`src/rtl/stack_mem_arbiter.sv`:
```
// Arbiter sharing one synchronous-read single-port memory between an
// instruction-fetch read port and a hardware stack (push / pop / tos).
// Round-robin grant between the two requesters, one transaction at a time.
module stack_mem_arbiter #(
  parameter int ADDR_W     = 5,
  parameter int DATA_W     = 8,
  parameter int STACK_BASE = 24,
  parameter int DEPTH      = 8
) (
  input  logic              clk,
  input  logic              rst,
  input  logic              if_req,
  input  logic [ADDR_W-1:0] if_addr,
  output logic              if_ack,
  output logic [DATA_W-1:0] if_rdata,
  input  logic              st_req,
  input  logic [1:0]        st_op,
  input  logic [DATA_W-1:0] st_wdata,
  output logic              st_ack,
  output logic              st_err,
  output logic [DATA_W-1:0] st_rdata,
  output logic [ADDR_W-1:0] mem_addr,
  output logic              mem_we,
  output logic [DATA_W-1:0] mem_wdata,
  input  logic [DATA_W-1:0] mem_rdata,
  output logic [ADDR_W-1:0] sp,
  output logic              empty,
  output logic              full
);

  typedef enum logic [2:0] {
    IDLE    = 3'd0,
    IF_ADDR = 3'd1,
    IF_DATA = 3'd2,
    ST_ADDR = 3'd3,
    ST_DATA = 3'd4,
    ST_WR   = 3'd5,
    ACK     = 3'd6
  } state_t;

  localparam logic [1:0] OP_PUSH = 2'b00;
  localparam logic [1:0] OP_POP  = 2'b01;
  localparam logic [1:0] OP_TOS  = 2'b10;

  localparam logic [ADDR_W-1:0] BASE_A  = ADDR_W'(STACK_BASE);
  localparam logic [ADDR_W-1:0] DEPTH_A = ADDR_W'(DEPTH);
  localparam logic [ADDR_W-1:0] ONE_A   = ADDR_W'(1);

  state_t state;
  state_t state_nxt;

  // last_grant: 1 = stack was granted last (also marks the owner of the
  // transaction in flight, since it is updated on every grant)
  logic last_grant;
  logic err_q;
  logic grant_if;
  logic grant_st;
  logic st_bad;
  logic [ADDR_W-1:0] push_addr;
  logic [ADDR_W-1:0] top_addr;

  assign empty     = (sp == '0);
  assign full      = (sp == DEPTH_A);
  assign push_addr = BASE_A + sp;
  assign top_addr  = BASE_A + sp - ONE_A;

  // Rejected stack ops: overflow, underflow or the reserved opcode
  assign st_bad = (st_op == 2'b11) ||
                  ((st_op == OP_PUSH) && full) ||
                  (((st_op == OP_POP) || (st_op == OP_TOS)) && empty);

  // Round-robin: on a conflict the requester not granted last wins
  assign grant_st = st_req && (!if_req || !last_grant);
  assign grant_if = if_req && !grant_st;

  // State register
  always_ff @(posedge clk) begin
    if (rst) state <= IDLE;
    else     state <= state_nxt;
  end

  // Next-state decode
  always_comb begin
    state_nxt = state;
    case (state)
      IDLE: begin
        if (grant_if)                 state_nxt = IF_ADDR;
        else if (grant_st && st_bad)  state_nxt = ACK;
        else if (grant_st && (st_op == OP_PUSH)) state_nxt = ST_WR;
        else if (grant_st)            state_nxt = ST_ADDR;
        else                          state_nxt = IDLE;
      end
      IF_ADDR: state_nxt = IF_DATA;
      IF_DATA: state_nxt = ACK;
      ST_ADDR: state_nxt = ST_DATA;
      ST_DATA: state_nxt = ACK;
      ST_WR:   state_nxt = ACK;
      ACK:     state_nxt = IDLE;
      default: state_nxt = IDLE;
    endcase
  end

  // Outputs decoded from state; memory bus is idle-zero outside access states
  always_comb begin
    mem_addr  = '0;
    mem_we    = 1'b0;
    mem_wdata = '0;
    if_ack    = 1'b0;
    st_ack    = 1'b0;
    st_err    = 1'b0;
    case (state)
      IF_ADDR: mem_addr = if_addr;
      ST_ADDR: mem_addr = top_addr;
      ST_WR: begin
        mem_addr  = push_addr;
        mem_we    = !rst;
        mem_wdata = st_wdata;
      end
      ACK: begin
        if_ack = !last_grant;
        st_ack = last_grant;
        st_err = last_grant && err_q;
      end
      default: ;
    endcase
  end

  // Grant tracking, stack pointer and registered read data
  always_ff @(posedge clk) begin
    if (rst) begin
      last_grant <= 1'b1;
      err_q      <= 1'b0;
      sp         <= '0;
      if_rdata   <= '0;
      st_rdata   <= '0;
    end else begin
      case (state)
        IDLE: begin
          if (grant_if) begin
            last_grant <= 1'b0;
            err_q      <= 1'b0;
          end else if (grant_st) begin
            last_grant <= 1'b1;
            err_q      <= st_bad;
          end
        end
        IF_DATA: if_rdata <= mem_rdata;
        ST_DATA: begin
          st_rdata <= mem_rdata;
          if (st_op == OP_POP) sp <= sp - ONE_A;
        end
        ST_WR: sp <= sp + ONE_A;
        default: ;
      endcase
    end
  end

endmodule

```
`config.mk`:
```
export PLATFORM = sky130hd
export DESIGN_NAME = stack_mem_arbiter
export DESIGN_NICKNAME = d
export VERILOG_FILES = /design/src/rtl/stack_mem_arbiter.sv
export SDC_FILE = /design/constraint.sdc
export NUM_CORES = 1
export LEC_CHECK = 0
export ABC_AREA = 0
export BUFFER_PORTS_ARGS = -buffer_cell sky130_fd_sc_hd__buf_4
export CAP_MARGIN = 10
export CORE_AREA = 2 2 61 63
export CTS_CLUSTER_SIZE = 14
export DETAILED_ROUTE_END_ITERATION = 7
export DIE_AREA = 0 0 63 65
export PLACE_DENSITY = 0.74
export SLEW_MARGIN = 5
export SYNTH_ARGS = -nofsm -noshare
export SYNTH_HDL_FRONTEND = slang
export SYNTH_SLANG_ARGS = --single-unit
```
`constraint.sdc`:
```
create_clock -name clk -period 2.4 [get_ports clk]
set_input_delay 0.48 -clock clk [delete_from_list [all_inputs] [get_ports clk]]
set_output_delay 0.48 -clock clk [all_outputs]
set_load 0.02 [all_outputs]
```
==> flow_metrics.py, run 1 <==
metrics = {
    "synthesis": {
        "synth.area.top_cells": "dfxtp_1, mux2i_1, ha_1",
        "synth_top_area_share_pct": 33.28,
        "synthFlopType": "dfxtp_1",
        "synth_top_area_cell": "dfxtp_1",
        "syn-num-nets": 225,
        "syn-cell-area_um2": 1564,
        "ys_seq_area_share_pct": 33.28,
        "ys_ff_latch": 26,
        "postSynthAreaPerCell_um2": 8.409,
        "synth_cell_types": 38,
        "synthCells": 186,
        "yosys_warnings": 0,
        "synthTopCellsByCount": "nor2_1, dfxtp_1, mux2i_1",
        "synth_edf_count": 0,
        "ys_async_sr_fraction_pct": 0,
        "yosysMostFrequentCell": "nor2_1",
    },
    "hold_path": {
        "worst_hold_path.num_cells": 3,
        "min_path_type": "input port to flip-flop",
    },
    "sta": {
        "setup_viol": 0,
        "rsz0062_at_grt": "true",
        "relSlewSlack_pct": 73.39,
        "tightest_slew_ps": 396.1,
        "slew_viol_final": 0,
        "max_freq_mhz": 435.2,
        "fin_ws_ps": 102.4,
        "hold_violations": 0,
        "fin_worst_skew_ps": 7.834,
        "fin_crit_sh_pct": 95.73,
        "period_needed_ps": 2298,
    },
    "floorplan": {
        "die_h_um": 65,
        "ios": 67,
        "die_area_um2": 4095,
        "start_util_pct": 44.74,
        "rows": 22,
        "core-area_um2": 3496,
        "die-width_um": 63,
    },
    "routing": {
        "routed_wl_um": 3710,
        "via_per_inst": 5.020,
        "vias": 1521,
        "drc": 0,
        "dr.pass1.iters": 4,
        "routedWlPerCell_um": 12.24,
        "ant_nets": 0,
        "drt_iter0_drc": 86,
    },
    "critical_path": {
        "required_ps": 1920,
        "criticalPathCategory": "flip-flop to primary output",
        "crit_path_max_fanout": 7,
        "r2r_cells": 7,
        "cp-start-kind": "flip-flop",
        "end_kind": "primary output",
        "cp.arrival_ps": 1820,
    },
    "grt": {
        "grt_pass1_vias": 1481,
        "antenna_found_initial": 0,
        "grt_max_degree": 30,
        "track_usage_pct": 18.52,
        "overflow": 0,
        "grt_pass1_wl_um": 6285,
    },
    "cts": {
        "cts_hold_buf": 0,
        "cts_sinks": 26,
        "root_buffer": "clkbuf_4",
        "clk_pin_slew_worst_paths_ps": 150,
        "cts_inserted_buffers": 3,
        "cts_buffer_depth": 2,
        "htree_levels": 1,
        "cts_tree": "done",
        "clkLatencyLatePin_ps": 330,
    },
    "finish": {
        "nNetsFinal": 295,
        "num_antenna_cells": 0,
        "area_growth_pct": 41.12,
        "utilization_pct": 63.14,
        "drive_gt1_share_pct": 33.73,
        "nFillCells": 312,
    },
    "power": {
        "p_per_area_nw_per_um2": 978.1,
        "power_leakage_nw": 1.039,
        "ir_worst_vdd_uv": 562.3,
    },
    "placement": {
        "dp_hpwl_um": 2735,
        "place_ws_ps": 237.9,
        "portBuffers": 66,
        "gp_congestion": 0.8331,
    },
    "run": {
        "drv_cap": 0,
    },
    "status": {
        "status": "finished clean",
    },
}
-- what timing repair did --
item	4_1_cts	5_1_grt
setup buffers	1	3
gates resized for setup	4	1
setup endpoints to repair	4	4
-- final cells by class --
cell class | count | area, um^2 | share of cell area [%]
Clock buffer | 3 | 22.52 | 1.020
Clock inverter | 1 | 30.03 | 1.361
Inverter | 11 | 41.29 | 1.871
Multi-Input combinational cell | 138 | 957.2 | 43.37
Sequential cell | 26 | 525.5 | 23.81
Tap cell | 48 | 60.06 | 2.721
Timing Repair Buffer | 76 | 570.5 | 25.85
-- through the flow --
step	power (W)	cell area [um^2]	setup TNS, ps	instances	hold slack (ps)
2_1_floorplan	0.001453	1564	0	186	460.5
3_3_place_gp	0.001835	2120	0	295	474.8
3_5_place_dp	0.001850	2120	0	295	481.2
4_1_cts	0.002164	2185	0	300	372.7
5_1_grt	0.002337	2207	-49.80	303	386.4
6_report	0.002159	2207	0	303	383.2
-- worst max-delay path, cell delays in order, from the launching register on --
cell,delay [ps]
dfxtp_2,440
inv_1,80
ha_1,200
nor2b_1,140
o311ai_1,240
nor2b_1,70
o21a_1,170
buf_4,150
-- power by group --
part           internal, W  switching, W  leakage, nW  total (W)
combinational     0.000562      0.000666        0.798    0.00123
sequential        0.000541     0.0000847        0.213   0.000626
clock             0.000169      0.000136       0.0279   0.000305
total              0.00127      0.000887         1.04    0.00216
-- registers in the layout, indices dropped and copies added (netlist names) --
signal	cells
err_q	1
if_rdata	8
last_grant	1
sp	5
st_rdata	8
state	3
-- path summary, 6_finish.rpt --
path / startpoint / endpoint / slack, ps
max: sp[1]$_SDFFE_PP0P_ / mem_addr[4] / 100
min reg2reg: err_q$_SDFFE_PP0P_ / err_q$_SDFFE_PP0P_ / 510
min: mem_rdata[0] / if_rdata[0]$_SDFFE_PP0P_ / 380
max reg2reg: state[1]$_SDFF_PP0_ / sp[4]$_SDFFE_PP0P_ / 150
-- cells in the final DEF (no fill, tap or decap), types with 2 or more instances in the layout --
cell type   n
a211oi_1    2
dfxtp_1    24
nor3_1      4
xnor2_1     3
nand4_1     2
clkbuf_4    3
and2_1     11
a21oi_1    11
o21ai_0     4
nor3b_1     2
nand2_1     6
inv_1      10
a31oi_1     2
buf_4      76
nor2b_1     4
o21a_1      3
nor2_1     32
nor3b_2     2
ha_1       11
mux2i_1    19
o22ai_1     3
xor2_1      2
-- layer usage --
metal  wire, um  vias up  GRT usage (%)
met3        267        2          5.035
met4         10        0          4.167
met2       1806       52          32.31
met5          0        -              0
met1       1625      696          22.70
li1           -      771              -
-- cells by family (layout without fill, tap and decap cells) --
group / after synthesis / in the layout / share of synthesized area [%]
fa+ha+maj: 12 / 12 / 10.08
mux: 19 / 19 / 12.16
flops: 26 / 26 / 33.28
xor+xnor: 5 / 5 / 2.801
simple gates: 70 / 70 / 22.80
buf+inv: 22 / 91 / 5.840
compound gates: 32 / 32 / 13.04
Power figures use the tool's default switching activity.
==> inputs of run 2 (changes only) <==
Settings changed: BUFFER_PORTS_ARGS -buffer_cell sky130_fd_sc_hd__buf_4 to default, CORE_AREA 2 2 61 63 to 2 2 59 61, DIE_AREA 0 0 63 65 to 0 0 61 63, DONT_BUFFER_PORTS from default to 1, PLACE_DENSITY 0.74 to 0.61.
==> flow_metrics.py, run 2 (synthesized netlist as in run 1, its figures left out) <==
metrics = {
    "status": {
        "status": "finished clean",
    },
    "grt": {
        "overflow": 0,
        "grt_use_met2_pct": 32.26,
        "met3_usage_pct": 4.762,
        "grt_use_met1_pct": 20.21,
        "antenna_found_initial": 0,
        "track_usage_pct": 17.99,
        "grt_pass1_vias": 1275,
        "gr-max-usage-layer": "met2",
        "grt_max_degree": 30,
        "grt_pass1_wl_um": 5340,
    },
    "floorplan": {
        "start_util_pct": 48.39,
        "rows": 21,
        "ios": 67,
        "core-area_um2": 3232,
        "die_area_um2": 3843,
        "die-width_um": 61,
        "die_h_um": 63,
    },
    "critical_path": {
        "required_ps": 1920,
        "criticalPathCategory": "flip-flop to primary output",
        "crit_path_max_fanout": 3,
        "cp-start-kind": "flip-flop",
        "end_kind": "primary output",
        "cp.arrival_ps": 1800,
    },
    "routing": {
        "drc": 0,
        "via_per_inst": 5.439,
        "ant_nets": 0,
        "routedWlPerCell_um": 14.53,
        "drt_iter0_drc": 25,
        "dr.pass1.iters": 4,
        "vias": 1300,
        "routed_wl_um": 3473,
    },
    "placement": {
        "portBuffers": 0,
        "dp_hpwl_um": 2656,
        "dp.cells": 232,
        "place_ws_ps": 255.5,
        "gp_congestion": 0.8227,
    },
    "cts": {
        "htree_levels": 1,
        "cts_buffer_depth": 2,
        "cts_hold_buf": 0,
        "clkLatencyLatePin_ps": 320,
        "cts_sinks": 26,
        "cts_inserted_buffers": 3,
        "cts_tree": "done",
        "root_buffer": "clkbuf_4",
        "clk_pin_slew_worst_paths_ps": 140,
    },
    "finish": {
        "drive_gt1_share_pct": 12.44,
        "num_antenna_cells": 0,
        "top_regs": "if_rdata (8), st_rdata (8), sp (5)",
        "final_common_cell": "nor2_1",
        "layout_common_cells": "nor2_1, dfxtp_1, mux2i_1",
        "nNetsFinal": 233,
        "area_growth_pct": 11.04,
        "layout.cells.non_filler": 239,
    },
    "sta": {
        "fin_crit_sh_pct": 94.80,
        "fin_tns_setup_ps": 0,
        "hold_violations": 0,
        "fin_ws_ps": 124.8,
        "relSlewSlack_pct": 64.56,
        "hold_ws_ps": 200.0,
        "slew_viol_final": 0,
        "tightest_slew_ps": 530.9,
        "max_freq_mhz": 439.5,
        "fin_worst_skew_ps": 1.139,
        "setup_viol": 0,
        "period_needed_ps": 2275,
    },
    "power": {
        "p_per_area_nw_per_um2": 1125,
        "power_leakage_nw": 0.7205,
        "ir_worst_vdd_uv": 546.7,
    },
    "hold_path": {
        "min_path_type": "input port to flip-flop",
    },
    "run": {
        "drv_cap": 0,
    },
}
## run 2: path summary, 6_finish.rpt
kind | from | end | slack, ps | cells after the start
hold / removal | rst | sp[0]$_SDFFE_PP0P_ | 200 | 1
setup reg to reg | state[1]$_SDFF_PP0_ | sp[4]$_SDFFE_PP0P_ | 210 | 7
setup / recovery | sp[0]$_SDFFE_PP0P_ | mem_addr[4] | 120 | 6
hold reg to reg | err_q$_SDFFE_PP0P_ | err_q$_SDFFE_PP0P_ | 510 | 1
## run 2: power by group
part / internal, W / switching, W
clock: 0.000169 / 0.000132
combinational: 0.000401 / 0.000547
sequential: 0.000541 / 0.000165
total: 0.00111 / 0.000843
## run 2: critical path, stage by stage (launching register included)
cell and delay, ps:
dfxtp_2 390, inv_1 90, ha_1 220, nor2b_1 140, o311ai_0 290, nor2b_1 80
o21a_1 260
## run 2: layout make-up
type	count	area [um^2]
well taps	46	57.56
clock inverters	1	30.03
multi-input cells	138	957.2
repair buffers	14	105.1
inverters	11	41.29
fillers	316	1495
clock buffers	3	22.52
flip-flops and latches	26	523.0
## run 2: routing by layer
metal,routed length [um],up-vias
met5,0,-
met2,1707,55
li1,-,648
met1,1451,593
met3,280,4
met4,35,0
## run 2: what timing repair did
item | in CTS | in global routing
gates resized for setup | 1 | 2
endpoints found under the hold margin | 0 | 0
pin swaps | 0 | 0
cloned | 0 | 0
setup endpoints to repair | 3 | 3
setup buffers | 1 | 2
## run 2: per-stage QoR
step | util [%] | instance area, um^2 | power, W
CTS | 53.19 | 1719 | 0.001962
finish | 53.74 | 1737 | 0.001954
detailed placement | 51.34 | 1659 | 0.001658
global placement | 51.34 | 1659 | 0.001629
floorplan | - | 1564 | 0.001453
global route | 53.74 | 1737 | 0.002098
==> inputs of run 3 (changes only) <==
Settings changed: REMOVE_ABC_BUFFERS from default to 1, SETUP_SLACK_MARGIN from default to 0.3.
==> flow_metrics.py, run 3 (synthesized netlist as in run 1, its figures left out) <==
metrics = {
    "sta": {
        "fin_tns_setup_ps": 0,
        "relSlewSlack_pct": 67.82,
        "fin_worst_skew_ps": 4.571,
        "rsz0062_at_grt": "true",
        "hold_violations": 0,
        "period_needed_ps": 2191,
        "slew_viol_final": 0,
        "fin_ws_ps": 209.3,
        "fin_crit_sh_pct": 91.28,
        "setup_viol": 0,
        "max_freq_mhz": 456.5,
        "tightest_slew_ps": 482.0,
    },
    "finish": {
        "utilization_pct": 59.08,
        "num_antenna_cells": 0,
        "nNetsFinal": 242,
        "final_common_cell": "nor2_1",
        "layout_common_cells": "nor2_1, buf_4, dfxtp_1",
        "layout.cells.non_filler": 248,
        "top_regs": "if_rdata (8), st_rdata (8), sp (5)",
        "area_growth_pct": 22.08,
        "drive_gt1_share_pct": 26.24,
    },
    "power": {
        "power_leakage_nw": 0.7831,
        "p_per_area_nw_per_um2": 1099,
        "ir_worst_vdd_uv": 645.3,
    },
    "floorplan": {
        "core-area_um2": 3232,
        "start_util_pct": 48.39,
        "die_area_um2": 3843,
        "rows": 21,
        "ios": 67,
        "die-width_um": 61,
        "die_h_um": 63,
    },
    "grt": {
        "grt_pass1_wl_um": 6210,
        "track_usage_pct": 20.93,
        "antenna_found_initial": 0,
        "overflow": 0,
        "grt_pass1_vias": 1359,
        "grt_max_degree": 30,
    },
    "critical_path": {
        "end_kind": "primary output",
        "cp_common_cell": "inv_2",
        "rr_endpoint": "sp[4]$_SDFFE_PP0P_",
        "cp-start-kind": "flip-flop",
        "crit_chain": "nand3b_1 -> inv_2 -> ha_4 -> inv_2 -> o22ai_1 -> nand2_1 -> a31oi_1 -> buf_4",
        "required_ps": 1920,
        "slowest_stage": "dfxtp_2",
        "max_stage_delay_ps": 340,
        "cp.arrival_ps": 1710,
        "r2r_cells": 7,
        "crit_start": "state[1]$_SDFF_PP0_",
        "crit_path_max_fanout": 4,
        "criticalPathCategory": "flip-flop to primary output",
        "reg2reg_slack_ps": 340,
        "critPathBufInv": 3,
        "cpLargestDelayFamily": "flip-flops",
        "rr_startpoint": "state[1]$_SDFF_PP0_",
    },
    "cts": {
        "clk_pin_slew_worst_paths_ps": 140,
        "root_buffer": "clkbuf_4",
        "cts_inserted_buffers": 3,
        "cts_hold_buf": 0,
        "cts_tree": "done",
        "cts_sinks": 26,
        "clkLatencyLatePin_ps": 320,
        "cts_buffer_depth": 2,
        "htree_levels": 1,
    },
    "placement": {
        "portBuffers": 0,
        "dp_hpwl_um": 2729,
        "dp.cells": 234,
        "gp_congestion": 0.8850,
        "place_ws_ps": 223.3,
    },
    "routing": {
        "routed_wl_um": 3889,
        "vias": 1363,
        "routedWlPerCell_um": 15.68,
        "dr.pass1.iters": 4,
        "ant_nets": 0,
        "drc": 0,
        "drt_iter0_drc": 64,
        "via_per_inst": 5.496,
    },
    "hold_path": {
        "worst_hold_path.num_cells": 1,
        "worstHoldEndpoint": "st_rdata[6]$_SDFFE_PP0P_",
        "min_path_type": "input port to flip-flop",
        "min-delay-start": "rst",
    },
    "run": {
        "drv_cap": 0,
    },
    "status": {
        "status": "finished clean",
    },
}
-- run 3: worst register-to-register path, cell delays in order, from the launching register on --
cell	delay (ps)
dfxtp_2	340
nand3b_1	210
buf_4	200
fa_2	340
a21o_1	170
a21oi_2	190
or4b_1	450
nand4_1	100
-- run 3: metal layers --
layer	global-route usage, %	wire length [um]	vias to the layer above
met5	0	0	-
met4	5.707	42	0
met3	4.348	214	5
met2	36.16	1994	44
met1	25.51	1638	646
li1	-	-	668
-- run 3: worst max path at each step --
| stage | to | slack, ps | cells after the start |
|---|---|---|---|
| after floorplan | mem_addr[3] | 120 | 7 |
| after global placement | mem_addr[3] | 320 | 8 |
| after detailed placement | mem_addr[3] | 220 | 8 |
| after CTS | mem_addr[3] | 220 | 8 |
| after global routing | mem_addr[3] | 130 | 8 |
| final | mem_addr[3] | 210 | 8 |
-- run 3: power breakdown --
group	switching (W)	leakage, nW	internal (W)
combinational	0.000606	0.541	0.000487
sequential	0.000167	0.214	0.000543
clock	0.000127	0.0279	0.000169
-- run 3: final cells by class --
type | instances | area (um^2)
repair buffers | 23 | 172.7
fillers | 295 | 1323
multi-input cells | 138 | 1060
clock inverters | 1 | 30.03
flip-flops and latches | 26 | 525.5
clock buffers | 3 | 22.52
well taps | 46 | 57.56
inverters | 11 | 41.29
-- run 3: repair_timing --
action / in CTS / in global routing
buffers inserted: 8 / 2
resized for setup: 14 / 17
pin swaps: 5 / 4
endpoints found under the setup margin: 13 / 7
-- run 3: through the flow --
step	cell area (um^2)	total power, W	hold slack (ps)
after floorplan	1514	0.001409	460.5
after global placement	1674	0.001641	489.7
after detailed placement	1674	0.001667	497.7
after CTS	1817	0.002037	191.3
after global routing	1909	0.002259	176.6
final	1909	0.002099	205.9
